[config.mk]
export PLATFORM = sky130hd
export DESIGN_NAME = demux32_1_2
export DESIGN_NICKNAME = d
export VERILOG_FILES = /design/src/rtl/demux32_1_2.sv
export SDC_FILE = /design/constraint.sdc
export NUM_CORES = 1
export LEC_CHECK = 0
export ABC_CLOCK_PERIOD_IN_PS = 3400
export CELL_PAD_IN_SITES_DETAIL_PLACEMENT = 1
export CELL_PAD_IN_SITES_GLOBAL_PLACEMENT = 1
export CORE_MARGIN = 2
export CORE_UTILIZATION = 35
export DETAILED_ROUTE_END_ITERATION = 6
export MAX_ROUTING_LAYER = met4
export PLACE_DENSITY = 0.78
export SLEW_MARGIN = 40
export SYNTH_ARGS = -nofsm -noshare
export SYNTH_HDL_FRONTEND = slang
export SYNTH_SLANG_ARGS = --single-unit
export TNS_END_PERCENT = 100
[constraint.sdc]
create_clock -name clk -period 3.4 [get_ports clk]
set_input_delay 0.68 -clock clk [delete_from_list [all_inputs] [get_ports clk]]
set_output_delay 0.68 -clock clk [all_outputs]
set_load 0.02 [all_outputs]
[src/rtl/demux32_1_2.sv]
// Registered 1-to-2 word demultiplexer with a small FIFO per output channel.
// Optional per-channel push counters are enabled by defining DEMUX32_1_2_STATS_EN.
module demux32_1_2 #(
  parameter int unsigned WIDTH = 32,
  parameter int unsigned DEPTH = 2
) (
  input  logic             clk,
  input  logic             rst_n,
  input  logic             s,
  input  logic             in_valid,
  output logic             in_ready,
  input  logic [WIDTH-1:0] in_data,
  output logic             out0_valid,
  input  logic             out0_ready,
  output logic [WIDTH-1:0] out0_data,
  output logic             out1_valid,
  input  logic             out1_ready,
  output logic [WIDTH-1:0] out1_data,
  output logic [15:0]      cnt0,
  output logic [15:0]      cnt1
);

  localparam int unsigned PW = $clog2(DEPTH);
  localparam int unsigned CW = $clog2(DEPTH + 1);

  logic [CW-1:0]    count_q  [2];
  logic [PW-1:0]    rd_ptr_q [2];
  logic [PW-1:0]    wr_ptr_q [2];
  logic [WIDTH-1:0] mem_q    [2][DEPTH];

  logic [1:0] push;
  logic [1:0] pop;
  logic [1:0] valid;
  logic [1:0] ready;

  // Full channels refuse input even when popping this cycle: no pass-through path.
  assign in_ready = s ? (count_q[1] != CW'(DEPTH)) : (count_q[0] != CW'(DEPTH));
  assign ready    = {out1_ready, out0_ready};

  always_comb begin
    push  = '0;
    pop   = '0;
    valid = '0;
    for (int c = 0; c < 2; c++) begin
      valid[c] = (count_q[c] != '0);
      pop[c]   = valid[c] && ready[c];
      push[c]  = in_valid && in_ready && (s == c[0]);
    end
  end

  always_ff @(posedge clk) begin
    if (!rst_n) begin
      for (int c = 0; c < 2; c++) begin
        count_q[c]  <= '0;
        rd_ptr_q[c] <= '0;
        wr_ptr_q[c] <= '0;
      end
    end else begin
      for (int c = 0; c < 2; c++) begin
        if (push[c]) wr_ptr_q[c] <= wr_ptr_q[c] + PW'(1);
        if (pop[c])  rd_ptr_q[c] <= rd_ptr_q[c] + PW'(1);
        if (push[c] && !pop[c]) begin
          count_q[c] <= count_q[c] + CW'(1);
        end else if (pop[c] && !push[c]) begin
          count_q[c] <= count_q[c] - CW'(1);
        end
      end
    end
  end

  // Storage needs no reset: contents are only visible while the count is non-zero.
  always_ff @(posedge clk) begin
    for (int c = 0; c < 2; c++) begin
      if (push[c]) mem_q[c][wr_ptr_q[c]] <= in_data;
    end
  end

  assign out0_valid = valid[0];
  assign out1_valid = valid[1];
  assign out0_data  = mem_q[0][rd_ptr_q[0]];
  assign out1_data  = mem_q[1][rd_ptr_q[1]];

`ifdef DEMUX32_1_2_STATS_EN
  logic [15:0] cnt0_q;
  logic [15:0] cnt1_q;

  always_ff @(posedge clk) begin
    if (!rst_n) begin
      cnt0_q <= '0;
      cnt1_q <= '0;
    end else begin
      if (push[0] && cnt0_q != 16'hFFFF) cnt0_q <= cnt0_q + 16'd1;
      if (push[1] && cnt1_q != 16'hFFFF) cnt1_q <= cnt1_q + 16'd1;
    end
  end

  assign cnt0 = cnt0_q;
  assign cnt1 = cnt1_q;
`else
  assign cnt0 = '0;
  assign cnt1 = '0;
`endif

endmodule

==> impl_metrics.sql <==
INSERT INTO impl_metrics (metric_group, metric, value, unit) VALUES
('timing', 'timing.final.crit_share', '0.870', ''),
('job', 'cap_violations', '0', ''),
('route', 'vias', '2796', ''),
('synthesis', 'synth_simple_gate_area_share', '0.0304', ''),
('setup_path', 'worst_setup_path_start_kind', 'input pin', ''),
('outcome', 'status', 'finished clean', ''),
('pwr', 'pwr-share-comb', '0.210', ''),
('final_layout', 'drive_above_1_share', '0.258', ''),
('clock_network', 'cts.repair.resized', '0', ''),
('clock_network', 'cts_setup_buffers', '0', ''),
('final_layout', 'finalInstanceArea', '0.00716', 'mm²'),
('timing', 'hold_viol', '0', ''),
('floorplanning', 'floorplan.die_area', '0.0164', 'mm²'),
('synthesis', 'synth.lib_cells_used.distinct', '27', ''),
('route', 'post_drt_wl_per_cell', '17.3', 'µm'),
('placement', 'port-buffer-count', '104', ''),
('clock_network', 'cts_hold_buffers', '0', ''),
('clock_network', 'clock_tree_from_tritoncts', 'done', ''),
('floorplanning', 'count_of_standard_cell_rows', '45', ''),
('synthesis', 'synth-adder-area-share', '0.00232', ''),
('timing', 'maxClockFrequency', '338', 'MHz'),
('final_layout', 'most_common_cell_after_layout_fill_and_taps_aside', 'sky130_fd_sc_hd__edfxtp_1', ''),
('synthesis', 'synth-seq-area-share', '0.758', ''),
('synthesis', 'synth-seq-cells', '136', ''),
('placement', 'area_after_detailed_placement', '0.00660', 'mm²'),
('route', 'route.detailed.drc', '0', ''),
('clock_network', 'clock_sinks', '136', ''),
('synthesis', 'synth_warnings', '0', ''),
('setup_path', 'path_depth', '3', ''),
('clock_network', 'cts_buffer_depth', '2', ''),
('grt', 'grtUsageTotal', '0.141', ''),
('setup_path', 'timing.critical_path.slowest_stage_cell', 'sky130_fd_sc_hd__clkdlybuf4s50_1', ''),
('setup_path', 'cpPeakStageDelay', '0.65', 'ns'),
('final_layout', 'antenna_cells_inserted', '0', ''),
('timing', 'final.setup.tns', '0', 'ns'),
('pwr', 'switching_power_as_a_share_of_total_power', '0.259', ''),
('grt', 'grt_start_max_net_pins', '33', ''),
('pwr', 'power_report.internal_total', '3.52', 'mW'),
('setup_path', 'critical_path.endpoint_type', 'output port', ''),
('route', 'postRouteWirelength', '10.6', 'mm'),
('pwr', 'total_leakage_power', '2.50', 'nW'),
('timing', 'slew_of_the_pin_with_the_lowest_slew_margin', '0.573', 'ns'),
('floorplanning', 'die_h', '128', 'µm'),
('clock_network', 'cts.clk_slew.worst_paths', '0.06', 'ns'),
('setup_path', 'cpLargestDelayFamily', 'buffers and inverters', ''),
('setup_path', 'maximum_fanout_along_the_worst_path', '7', ''),
('timing', 'number_of_max_slew_violations_in_the_final_report', '0', ''),
('grt', 'number_of_global_route_vias_before_repair', '3002', ''),
('floorplanning', 'effective_utilization_at_floorplan', '0.356', ''),
('synthesis', 'postSynth.topFlopCell', 'sky130_fd_sc_hd__edfxtp_1', ''),
('timing', 'final-setup-viol-count', '0', ''),
('pwr', 'pwr_density_cell', '663', 'mW/mm²'),
('setup_path', 'crit_buf_inv', '2', ''),
('setup_path', 'worstPathRequired', '2.72', 'ns'),
('synthesis', 'synth.area.mux_share', '0.136', ''),
('placement', 'place.detailed.hpwl', '7.09', 'mm'),
('pwr', 'p_switching', '1.23', 'mW'),
('placement', 'globalplace.congestion', '0.749', ''),
('worst_hold_path', 'timing.hold.worst_path_depth', '1', ''),
('clock_network', 'clock_tree.root_cell', 'sky130_fd_sc_hd__clkbuf_16', ''),
('setup_path', 'reg_to_reg_endpoint', 'mem_q[0][15]', ''),
('synthesis', 'netlist_instances', '291', ''),
('final_layout', 'num-fill-cells', '1448', ''),
('setup_path', 'critical_path.endpoint', 'in_ready', ''),
('timing', 'finalCriticalPeriod', '2.96', 'ns'),
('floorplanning', 'die_width', '128', 'µm'),
('pwr', 'p_clk_frac', '0.363', ''),
('synthesis', 'async_reset_ff_frac', '0', ''),
('clock_network', 'htree_levels', '4', ''),
('final_layout', 'fin_nets', '452', ''),
('timing', 'hold-worst-slack', '0.644', 'ns');
synthesized netlist by cell type (all sizes together) (2+ instances only):
cell,n,area share
a21oi,3,0.0028
nor2b,2,0.0037
edfxtp,136,0.76
mux2,65,0.14
inv,4,0.0028
nor2,7,0.0049
o211ai,2,0.0028
clkbuf,3,0.0021
o211a,2,0.0037
nand2b,4,0.0046
buf,38,0.050
nand3,3,0.0028
nand2,10,0.0070
area by class of cell:
cell class                 count  area (µm²)  area share
inverter                       4        15.0     0.00210
timing repair buffer         113        1120       0.157
tap                          188         235      0.0328
multi-input combinational    141        1140       0.160
clock inverter                15         135      0.0189
sequential                   136        4080       0.570
clock buffer                  17         425      0.0594
metrics by stage:
step / setup WS [ns] / total power, mW / util / cells
floorplan: 0.699 / 2.65 / - / 322
global placement: 0.476 / 3.04 / 0.436 / 582
detailed placement: 0.445 / 3.07 / 0.436 / 582
CTS: 0.439 / 4.82 / 0.473 / 614
global route: 0.398 / 4.95 / 0.473 / 614
finish: 0.442 / 4.75 / 0.473 / 614
worst register-to-register path: cells and delay by family, from the launching register on:
kind                   cells  cell delay [ns]
buffers and inverters      1             0.28
flip-flops                 1             0.49
AND/OR/NAND/NOR            2             0.82
power by group through the flow:
stage	clock network, mW	logic (mW)	registers [mW]
finish	1.72	0.999	2.03
global route	1.84	1.07	2.04
CTS	1.77	1.02	2.03
detailed placement	0	1.01	2.06
global placement	0	0.991	2.05
floorplan	0	0.602	2.05
flip-flops by register name, indices dropped and copies added (netlist names):
| name | flops |
|---|---|
| count_q | 4 |
| mem_q | 128 |
| rd_ptr_q | 2 |
| wr_ptr_q | 2 |
kinds of logic (layout without fill, tap and decap cells):
logic type,count (synthesis),in the layout
compound gates,11,11
xor+xnor,1,1
fa+ha+maj,1,1
buf+inv,45,149
flops,136,136
mux,65,65
other cells,1,32
simple gates,31,31
metal layers:
metal  track usage  vias to the layer above  share of wire
met1         0.162                     1388           0.41
met4        0.0537                        0          0.018
met3        0.0463                       20          0.051
met2         0.230                       90           0.52
li1              -                     1298              -
met5             -                        -              0
how the worst min path moves through the flow:
stage	startpoint	endpoint	slack [ns]
4_1_cts	wr_ptr_q[0][0]	wr_ptr_q[0][0]	0.65
3_3_place_gp	count_q[1][0]	count_q[1][0]	0.62
6_report	wr_ptr_q[0][0]	wr_ptr_q[0][0]	0.64
5_1_grt	wr_ptr_q[0][0]	wr_ptr_q[0][0]	0.68
3_5_place_dp	wr_ptr_q[0][0]	wr_ptr_q[0][0]	0.63
2_1_floorplan	wr_ptr_q[0][0]	wr_ptr_q[0][0]	0.54
Power figures use the tool's default switching activity.
